$ cat src/rtl/regfile_dump.sv
// regfile_dump: walks register-file addresses FIRST_REG..LAST_REG through one
// read port and streams each word as big-endian bytes over a valid/ready
// byte interface. The block only reads the register file.
//
// Optional feature: define REGDUMP_HEADER_EN to prefix every register with a
// header byte {3'b000, reg_idx}, giving 5 bytes per register.
//
// Ports:
//   clk              rising-edge clock
//   rst_n            asynchronous active-low reset
//   start_i          dump request, honoured only in IDLE
//   Read_Register_o  address to the register-file read port
//   Read_Data_i      combinational read data for Read_Register_o
//   byte_o           outgoing byte
//   byte_valid_o     byte_o is valid
//   byte_ready_i     sink accepts byte_o this cycle
//   busy_o           dump in progress (any state except IDLE)
//   done_o           one-cycle pulse after the final byte is accepted
module regfile_dump #(
    parameter int unsigned FIRST_REG = 0,
    parameter int unsigned LAST_REG  = 31,
    parameter int unsigned width32   = 32
) (
    input  logic               clk,
    input  logic               rst_n,
    input  logic               start_i,
    output logic [4:0]         Read_Register_o,
    input  logic [width32-1:0] Read_Data_i,
    output logic [7:0]         byte_o,
    output logic               byte_valid_o,
    input  logic               byte_ready_i,
    output logic               busy_o,
    output logic               done_o
);

    localparam int unsigned IDX_W = 5;
    localparam int unsigned CNT_W = 3;
`ifdef REGDUMP_HEADER_EN
    localparam logic [CNT_W-1:0] LAST_BYTE = CNT_W'(4);
`else
    localparam logic [CNT_W-1:0] LAST_BYTE = CNT_W'(3);
`endif

    typedef enum logic [1:0] {
        IDLE = 2'd0,
        ADDR = 2'd1,
        SEND = 2'd2,
        DONE = 2'd3
    } state_t;

    state_t             state;
    state_t             state_nxt;
    logic [IDX_W-1:0]   reg_idx;
    logic [width32-1:0] shift;
    logic [CNT_W-1:0]   cnt;
    logic               last_byte;
    logic               last_reg;
    logic               xfer;

    assign last_byte = (cnt == LAST_BYTE);
    assign last_reg  = (reg_idx == IDX_W'(LAST_REG));
    // byte_valid_o is exactly "state is SEND", so this is the handshake.
    assign xfer      = (state == SEND) && byte_ready_i;

    // State register.
    always_ff @(posedge clk or negedge rst_n) begin
        if (!rst_n) begin
            state <= IDLE;
        end else begin
            state <= state_nxt;
        end
    end

    // Next-state logic.
    always_comb begin
        state_nxt = state;
        case (state)
            IDLE: if (start_i) state_nxt = ADDR;
            ADDR: state_nxt = SEND;
            SEND: begin
                if (xfer && last_byte) begin
                    state_nxt = last_reg ? DONE : ADDR;
                end
            end
            DONE: state_nxt = IDLE;
            default: state_nxt = IDLE;
        endcase
    end

    // Datapath: register index, captured word and byte counter.
    always_ff @(posedge clk or negedge rst_n) begin
        if (!rst_n) begin
            reg_idx <= IDX_W'(FIRST_REG);
            shift   <= '0;
            cnt     <= '0;
        end else begin
            case (state)
                IDLE: begin
                    if (start_i) reg_idx <= IDX_W'(FIRST_REG);
                end
                ADDR: begin
                    // Snapshot: later register-file writes do not affect this word.
                    shift <= Read_Data_i;
                    cnt   <= '0;
                end
                SEND: begin
                    if (xfer) begin
                        cnt <= cnt + CNT_W'(1);
`ifdef REGDUMP_HEADER_EN
                        // Count 0 is the header byte; data shifts only after it.
                        if (cnt != '0) shift <= shift << 8;
`else
                        shift <= shift << 8;
`endif
                        if (last_byte && !last_reg) reg_idx <= reg_idx + IDX_W'(1);
                    end
                end
                default: ;
            endcase
        end
    end

    // Moore outputs decoded from registered state and datapath only.
    always_comb begin
        Read_Register_o = IDX_W'(FIRST_REG);
        byte_o          = 8'h00;
        byte_valid_o    = 1'b0;
        busy_o          = 1'b1;
        done_o          = 1'b0;
        case (state)
            IDLE: busy_o = 1'b0;
            ADDR: Read_Register_o = reg_idx;
            SEND: begin
                Read_Register_o = reg_idx;
                byte_valid_o    = 1'b1;
`ifdef REGDUMP_HEADER_EN
                byte_o = (cnt == '0) ? {3'b000, reg_idx} : shift[width32-1 -: 8];
`else
                byte_o = shift[width32-1 -: 8];
`endif
            end
            DONE: begin
                Read_Register_o = reg_idx;
                done_o          = 1'b1;
            end
            default: ;
        endcase
    end

endmodule

$ cat config.mk
export PLATFORM = sky130hd
export DESIGN_NAME = regfile_dump
export DESIGN_NICKNAME = d
export VERILOG_FILES = /design/src/rtl/regfile_dump.sv
export SDC_FILE = /design/constraint.sdc
export NUM_CORES = 1
export LEC_CHECK = 0
export BUFFER_PORTS_ARGS = -buffer_cell sky130_fd_sc_hd__buf_2
export CAP_MARGIN = 20
export CORE_MARGIN = 3
export CORE_UTILIZATION = 36
export DETAILED_ROUTE_END_ITERATION = 10
export SLEW_MARGIN = 20
export SYNTH_ARGS = -nofsm -noshare
export SYNTH_HDL_FRONTEND = slang
export SYNTH_SLANG_ARGS = --single-unit
$ cat constraint.sdc
create_clock -name clk -period 2.6 [get_ports clk]
set_input_delay 0.13 -clock clk [delete_from_list [all_inputs] [get_ports clk]]
set_output_delay 0.13 -clock clk [all_outputs]
set_load 0.01 [all_outputs]
==> flow_summary_export.csv, run 1 <==
group,metric,value,unit
finish,drive_gt1_frac,0.243,
placed_design,io_buffers,51,
finish,num_antenna_cells,0,
grt,overflow,0,
clock_tree,cts_sinks,42,
timing,relSlewSlack,0.366,
clock_tree,cts_buffers,5,
synth,synthFlopType,"dfrtp_1",
synth,netlist.area_leader.share,0.482,
run_status,violations,"negative hold slack",
clock_tree,cts_max_path_buffers,2,
clock_tree,cts_resized,0,
synth,syn_area_per_cell,9.73,um2
floorplan,start_util,0.384,
synth,synth_area_leader_cell,"dfrtp_1",
timing,postLayoutSetupSlackWorst,0.670,ns
clock_tree,postCtsHoldBufs,0,
clock_tree,clk_pin_slew,0.08,ns
floorplan,core_area,5680,um2
run_status,outcome,"finished, violations left",
placed_design,dpl.hpwl,3300,um
worst_hold_path,hold_path.class,"in -> async",
worst_setup_path,arrival,2.16,ns
finish,mostFrequentLayoutCells,"buf_2 (51), dfrtp_1 (42), nand3_1 (32)",
routing,first_iter_violations,109,
floorplan,std_cell_rows,27,
clock_tree,h-tree-depth,2,
timing,rsz0062_at_grt,"false",
timing,whs,-0.0193,ns
grt,grt_max_degree,43,
routing,ant_nets,0,
synth,async_flop_share,1.00,
worst_setup_path,start_kind,"flip-flop",
grt,grt_pass1_wl,8370,um
finish,final_common_cell,"buf_2",
synth,ys_seq_elements,42,
floorplan,dieArea,7020,um2
routing,viasPerCell,5.11,
timing,period_share,0.742,
timing,setup_viol,0,
timing,clock.fmax,518,MHz
synth,synth_area_leaders,"dfrtp_1 (48%), mux2i_1 (11%), nand3_1 (7.3%)",
grt,grt_pass1_vias,1736,
timing,period_minus_slack,1.93,ns
routing,wl_per_cell,14.2,um
synth,syn-cell-area,2180,um2
placed_design,pre_cts_ws,0.696,ns
routing,drc_errors,0,
clock_tree,root_buffer,"clkbuf_8",
timing,fin_skew,0.00708,ns
routing,num_vias,1739,
timing,fin_setup_tns,0,ns
power_and_ir_drop,peakVddDrop,0.397,mV
worst_setup_path,required,2.83,ns
synth,syn-num-nets,264,
synth,yosysSeqAreaShare,0.482,
power_and_ir_drop,switchingPower,1.06,mW
floorplan,design.portCount,52,
timing,worst_pin_slew,0.951,ns
floorplan,dieWidth,83.8,um
finish,nets,308,
power_and_ir_drop,comb_power_share,0.412,
flow_run,cap_viol_max_count,0,
clock_tree,post_cts_buffers,0,
timing,slew_violations,0,
synth,netlist-cell-type-count,34,
synth,synth.yosys.warnings,0,
grt,grtUsageTotal,0.146,
power_and_ir_drop,p_leak,1.36,nW
finish,area_growth,17.7,%
floorplan,die_h,83.8,um
power_and_ir_drop,p_per_area,1090,nW/um2
synth,syn_inst,224,
worst_setup_path,crit_fanout,6,
power_and_ir_drop,p_int,1.74,mW
power_and_ir_drop,seq_power_share,0.398,
clock_tree,clock_latency,0.29,ns
routing,drt_wl_total,4830,um
power_and_ir_drop,sw_frac_of_total,0.379,
routing,dr.pass1.iters,4,
power_and_ir_drop,clkPwrFrac,0.190,
timing,finalHoldViolations,42,
worst_setup_path,endpoint_kind,"flip-flop",
worst_setup_path,critPathKind,"reg -> reg",
grt,antenna_found_initial,0,
placed_design,gp_congestion,0.844,
power_and_ir_drop,total_power,2.81,mW
clock_tree,cts_tree,"yes",
synth,synth_edf_count,0,
## stage by stage
stage,instances,util,cell area [um2],hold slack [ns]
3_3_place_gp,333,0.432,2450,0.331
3_5_place_dp,333,0.432,2450,0.335
5_1_grt,340,0.452,2570,0.0464
4_1_cts,340,0.452,2570,0.00898
6_report,340,0.452,2570,-0.0193
2_1_floorplan,224,-,2180,-0.166
## kinds of logic (layout without fill, tap and decap cells)
family          after synthesis  count (layout)  synth area share
fa+ha+maj                     4               4            0.0230
buf+inv                      24              68            0.0586
flops                        42              42             0.482
mux                          25              25             0.115
compound gates               37              37            0.0982
simple gates                 92              92             0.223
## critical path, cell delays in order (launching register included)
cell	delay (ns)
dfrtp_1	0.43
ha_1	0.23
and3_1	0.18
ha_1	0.20
nand3b_1	0.25
or4_1	0.50
nand3_1	0.09
## worst paths after layout
kind                                        startpoint  depth (start not counted)  slack, ns                      to
max in group asynchronous                        rst_n                          1       2.03      cnt[0]$_DFFE_PN0P_
worst max register to register  reg_idx[0]$_DFFE_PN0P_                          6       0.67  reg_idx[3]$_DFFE_PN0P_
worst min-delay path                             rst_n                          1      -0.02   shift[29]$_DFFE_PN0P_
worst min register to register   shift[29]$_DFFE_PN0P_                          2       0.50   shift[29]$_DFFE_PN0P_
min in group clk                        Read_Data_i[4]                          3       0.09    shift[4]$_DFFE_PN0P_
worst max-delay path            reg_idx[0]$_DFFE_PN0P_                          6       0.67  reg_idx[3]$_DFFE_PN0P_
## area by class of cell
cell class	count	area [um2]
inverter	5	18.8
clock buffer	6	82.6
sequential	42	1050
fill	587	3110
multi-input combinational	158	1000
timing repair buffer	56	293
tap	72	90.1
clock inverter	1	30.0
## power groups by stage
stage	Sequential [mW]	Combinational [mW]	Clock, mW
6_report	1.12	1.16	0.535
5_1_grt	1.16	1.34	0.579
4_1_cts	1.12	1.18	0.548
3_5_place_dp	1.13	1.18	0
3_3_place_gp	1.12	1.16	0
2_1_floorplan	1.05	0.987	0
## sequential cells by signal, summed over array words and instances, names as in the netlist
signal / cells
shift: 32
reg_idx: 5
cnt: 3
state: 2
## cells in the mapped netlist, types with 2 or more instances
library cell   n
nand2_1        7
nor3_1         8
nand3b_1       2
buf_2          7
ha_1           4
a21oi_1        3
inv_1          5
nor2_1        18
clkbuf_1       6
o21ai_0       21
and3b_1        2
nand4_1        2
mux2i_1       25
nand3_1       32
clkbuf_2       2
and3_1        10
buf_6          3
dfrtp_1       42
a22o_1         2
nor2b_1        6
o21ai_1        4
## per-layer routing
| layer | track usage | share of wire | wire length [um] | up-vias |
|---|---|---|---|---|
| li1 | - | - | - | 881 |
| met1 | 0.206 | 0.50 | 2400 | 821 |
| met2 | 0.216 | 0.46 | 2200 | 35 |
| met3 | 0.0405 | 0.038 | 184 | 2 |
| met4 | 0.0497 | 0.0081 | 39 | 0 |
| met5 | 0 | 0 | 0 | - |
No activity file was read; power rests on OpenSTA's default activity.
==> run 2: changes to the inputs <==
==> constraint.sdc (replaced) <==
create_clock -name clk -period 1.91 [get_ports clk]
set_input_delay 0.0955 -clock clk [delete_from_list [all_inputs] [get_ports clk]]
set_output_delay 0.0955 -clock clk [all_outputs]
set_load 0.01 [all_outputs]
==> flow_summary_export.csv, run 2 (same netlist as run 1, synthesis figures left out) <==
group,metric,value,unit
finish,largestRegisters,"shift: 32 flops, reg_idx: 5 flops, cnt: 3 flops",
worst_setup_path,crit_buf_inv,0,
worst_setup_path,slowest_delay,0.43,ns
timing,fin_setup_tns,0,ns
run_status,outcome,"complete, no violations",
floorplan,dieWidth,83.8,um
routing,viasPerCell,5.07,
power_and_ir_drop,p_leak,1.38,nW
worst_setup_path,reg2reg_setup_slack,0.16,ns
flow_run,cap_viol_max_count,0,
finish,drive_gt1_frac,0.259,
finish,largest-register,"shift",
worst_setup_path,rr_startpoint,"reg_idx[0]$_DFFE_PN0P_",
worst_setup_path,endpoint_kind,"flip-flop",
worst_setup_path,critPathKind,"reg -> reg",
worst_setup_path,crit_fanout,5,
clock_tree,cts_sinks,42,
grt,antenna_found_initial,0,
grt,overflow,0,
routing,drc_errors,0,
finish,final_common_cell,"buf_2",
routing,wl_per_cell,14.1,um
finish,num_antenna_cells,0,
routing,dr.pass1.iters,4,
timing,fin_skew,0.00551,ns
floorplan,core_area,5680,um2
timing,relSlewSlack,0.653,
finish,fill_cells,570,
routing,num_vias,1755,
worst_setup_path,reg2regPathDepth,6,
grt,grt_pass1_vias,1683,
grt,grt_pass1_wl,8160,um
clock_tree,root_buffer,"clkbuf_8",
finish,mostFrequentLayoutCells,"buf_2 (51), dfrtp_1 (42), nand3_1 (32)",
floorplan,design.portCount,52,
finish,largest_reg_flops,32,
finish,area_growth,20.9,%
floorplan,dieArea,7020,um2
floorplan,die_h,83.8,um
worst_setup_path,cp-endpoint,"reg_idx[3]$_DFFE_PN0P_",
clock_tree,h-tree-depth,2,
placed_design,dpl.hpwl,3400,um
timing,finalHoldViolations,0,
worst_hold_path,hold_path.class,"in -> reg",
routing,drt_wl_total,4880,um
finish,post-route-util,0.464,
timing,clock.fmax,572,MHz
finish,nets,313,
clock_tree,cts_tree,"yes",
routing,ant_nets,0,
timing,slew_violations,0,
worst_setup_path,worstPathCellList,"ha_2 -> and3_1 -> ha_1 -> nand3b_1 -> or4_1 -> nand3_1",
placed_design,gp_congestion,0.861,
power_and_ir_drop,peakVddDrop,0.778,mV
timing,period_minus_slack,1.75,ns
timing,worst_pin_slew,0.521,ns
routing,first_iter_violations,62,
clock_tree,cts_max_path_buffers,2,
worst_setup_path,r2r_end,"reg_idx[3]$_DFFE_PN0P_",
clock_tree,clk_pin_slew,0.09,ns
worst_setup_path,required,2.14,ns
worst_setup_path,slowest_stage,"dfrtp_1",
floorplan,start_util,0.384,
grt,grtUsageTotal,0.145,
grt,grt_max_degree,33,
worst_setup_path,path_delay_family,"simple AND/OR/NAND/NOR gates",
clock_tree,clock_latency,0.30,ns
worst_setup_path,crit_start,"reg_idx[0]$_DFFE_PN0P_",
timing,setup_viol,0,
power_and_ir_drop,p_per_area,1470,nW/um2
worst_setup_path,crit_cells,6,
timing,period_share,0.915,
clock_tree,cts_buffers,5,
worst_setup_path,start_kind,"flip-flop",
placed_design,io_buffers,51,
floorplan,std_cell_rows,27,
worst_setup_path,arrival,1.98,ns
timing,rsz0062_at_grt,"false",
run 2: cell type report:
class	instances	area [um2]	share of cell area
clock buffer	5	68.8	0.0261
tap	72	90.1	0.0342
sequential	42	1050	0.399
inverter	5	18.8	0.00712
multi-input combinational	158	1000	0.381
timing repair buffer	61	358	0.136
clock inverter	3	45.0	0.0171
run 2: timing repair:
action	CTS	global route
gates resized for setup	0	1
hold endpoints to repair	21	0
buffers inserted	0	1
endpoints found under the setup margin	0	1
hold buffers	1	0
run 2: report_power, final:
group          internal (mW)  switching (mW)
Clock                  0.389           0.323
Sequential              1.27           0.237
Combinational          0.735           0.929
run 2: tightest hold or removal path: stages:
cell    delay [ns]
buf_2         0.09
nor2_1        0.09
nor3_1        0.05
run 2: routing by layer:
layer  track usage  vias to the layer above  wire [um]
met2         0.226                       42       2260
met5             0                        -          0
met4        0.0614                        0         94
met3        0.0316                        6        223
met1         0.195                      818       2310
li1              -                      889          -
run 2: worst min path at each step:
stage                                       end  cells after the start      startpoint
after floorplan              cnt[0]$_DFFE_PN0P_                      0           rst_n
after global placement    shift[22]$_DFFE_PN0P_                      1           rst_n
after detailed placement  shift[22]$_DFFE_PN0P_                      1           rst_n
after CTS                  state[0]$_DFFE_PN0P_                      3         start_i
after global routing       shift[2]$_DFFE_PN0P_                      3  Read_Data_i[2]
final                      shift[4]$_DFFE_PN0P_                      3  Read_Data_i[4]
run 2: per-stage QoR:
stage	total power, mW	instance area, um2	std cells	hold WS (ns)	setup slack (ns)
final	3.89	2640	346	0.0583	0.163
after global routing	4.20	2640	346	0.0558	0.0290
after CTS	3.93	2630	345	0.0470	0.0712
after detailed placement	3.20	2500	336	0.101	0.108
after global placement	3.15	2500	336	0.0998	0.152
after floorplan	2.78	2180	224	-0.200	0.119
==> run 3: changes to the inputs <==
--- a/config.mk
+++ b/config.mk
@@ -7,10 +7,14 @@
 export LEC_CHECK = 0
 export BUFFER_PORTS_ARGS = -buffer_cell sky130_fd_sc_hd__buf_2
 export CAP_MARGIN = 20
+export CELL_PAD_IN_SITES_DETAIL_PLACEMENT = 1
+export CELL_PAD_IN_SITES_GLOBAL_PLACEMENT = 1
 export CORE_MARGIN = 3
 export CORE_UTILIZATION = 36
 export DETAILED_ROUTE_END_ITERATION = 10
+export PLACE_DENSITY = 0.83
 export SLEW_MARGIN = 20
 export SYNTH_ARGS = -nofsm -noshare
 export SYNTH_HDL_FRONTEND = slang
 export SYNTH_SLANG_ARGS = --single-unit
+export TNS_END_PERCENT = 100
==> flow_summary_export.csv, run 3 (same netlist as run 1, synthesis figures left out) <==
group,metric,value,unit
placed_design,pre_cts_ws,0.0858,ns
finish,largest_reg_flops,32,
grt,grt_pass1_vias,1918,
placed_design,place_area,2490,um2
worst_setup_path,slowest_stage,"or4_1",
floorplan,dieArea,7020,um2
routing,drt_wl_total,5700,um
routing,dr.pass1.iters,4,
finish,fin_area,2590,um2
placed_design,place_inst,338,
timing,period_minus_slack,1.82,ns
placed_design,gp_congestion,0.800,
finish,drive_gt1_frac,0.255,
placed_design,dpl.hpwl,3980,um
grt,grtUsageTotal,0.173,
floorplan,die_h,83.8,um
run_status,outcome,"complete, no violations",
finish,final_common_cell,"buf_2",
worst_setup_path,crit_buf_inv,0,
floorplan,dieWidth,83.8,um
timing,setup_viol,0,
clock_tree,h-tree-depth,2,
clock_tree,cts_sinks,42,
routing,first_iter_violations,151,
finish,mostFrequentLayoutCells,"buf_2 (51), dfrtp_1 (42), nand3_1 (32)",
timing,clock.fmax,550,MHz
power_and_ir_drop,p_leak,1.38,nW
grt,antenna_found_initial,0,
finish,num_antenna_cells,0,
finish,area_growth,18.9,%
finish,post-route-util,0.457,
clock_tree,cts_tree,"yes",
clock_tree,cts_buffers,5,
worst_setup_path,arrival,2.05,ns
worst_setup_path,path_delay_family,"simple AND/OR/NAND/NOR gates",
power_and_ir_drop,peakVddDrop,0.473,mV
routing,num_vias,1807,
grt,grt_max_degree,43,
floorplan,std_cell_rows,27,
worst_setup_path,start_kind,"flip-flop",
clock_tree,clk_pin_slew,0.08,ns
finish,largestRegisters,"shift: 32 flops, reg_idx: 5 flops, cnt: 3 flops",
finish,instances_no_fill,346,
finish,nets,315,
routing,ant_nets,0,
timing,slew_violations,0,
timing,fin_setup_tns,0,ns
timing,worst_pin_slew,0.536,ns
timing,finalHoldViolations,0,
grt,grt_pass1_wl,9630,um
placed_design,io_buffers,51,
worst_setup_path,crit_fanout,3,
floorplan,core_area,5680,um2
worst_setup_path,slowest_delay,0.48,ns
timing,relSlewSlack,0.643,
clock_tree,root_buffer,"clkbuf_8",
flow_run,cap_viol_max_count,0,
power_and_ir_drop,p_per_area,1470,nW/um2
finish,largest-register,"shift",
clock_tree,cts_max_path_buffers,2,
worst_hold_path,hold_path.class,"in -> reg",
timing,rsz0062_at_grt,"false",
worst_setup_path,endpoint_kind,"flip-flop",
clock_tree,clock_latency,0.30,ns
routing,wl_per_cell,16.5,um
worst_setup_path,required,2.14,ns
floorplan,design.portCount,52,
worst_setup_path,critPathKind,"reg -> reg",
floorplan,start_util,0.384,
worst_setup_path,worstPathCellList,"ha_1 -> and3_1 -> ha_1 -> nand3b_1 -> or4_1 -> nand3_1",
timing,postLayoutSetupSlackWorst,0.0926,ns
grt,overflow,0,
routing,viasPerCell,5.22,
timing,fin_skew,0.00991,ns
worst_setup_path,cp_common_cell,"ha_1",
routing,drc_errors,0,
timing,period_share,0.952,
## run 3: cell count changes in the layout (fill, tap and decap cells not counted), sizes merged
cell	previous run	this run
clkinvlp	2	0
bufinv	1	0
clkbuf	5	6
buf	60	62
## run 3: routing by layer
metal | global-route usage | vias to the layer above | part of all wire
li1 | - | 892 | -
met1 | 0.221 | 872 | 0.45
met2 | 0.289 | 38 | 0.49
met3 | 0.0415 | 5 | 0.044
met4 | 0.0526 | 0 | 0.012
met5 | 0 | - | 0
## run 3: worst paths after layout
check                                    endpoint  slack (ns)  cells past startpoint                    from
hold / removal               shift[3]$_DFFE_PN0P_        0.06                      3          Read_Data_i[3]
setup / recovery           reg_idx[3]$_DFFE_PN0P_        0.09                      6  reg_idx[1]$_DFFE_PN0P_
min in group asynchronous    shift[5]$_DFFE_PN0P_        0.39                      3                   rst_n
hold reg to reg             shift[29]$_DFFE_PN0P_        0.50                      2   shift[29]$_DFFE_PN0P_
setup reg to reg           reg_idx[3]$_DFFE_PN0P_        0.09                      6  reg_idx[1]$_DFFE_PN0P_
max in group asynchronous      cnt[2]$_DFFE_PN0P_        1.14                      3                   rst_n
## run 3: tightest hold or removal path, stage by stage
cell and delay (ns):
buf_2 0.09, nor2_1 0.09, nor3_1 0.05
## run 3: power by group
group	switching [mW]	internal [mW]
Clock	0.297	0.279
Sequential	0.228	1.27
Combinational	1.01	0.731
## run 3: repair_timing
item,4_1_cts,5_1_grt
setup buffers,0,1
hold endpoints to repair,42,0
setup endpoints to repair,0,3
resized for setup,0,0
hold buffers,1,0
## run 3: area by class of cell
type	count	area, um2
clock buffer	6	82.6
fill	685	3080
inverter	5	18.8
multi-input combinational	158	1000
sequential	42	1050
tap	72	90.1
timing repair buffer	63	348
## run 3: through the flow
step,hold WS [ns],power (mW)
final,0.0584,3.82
after global routing,0.0629,4.15
after CTS,0.0513,3.86
after detailed placement,0.195,3.27
after global placement,0.191,3.15
after floorplan,-0.200,2.78
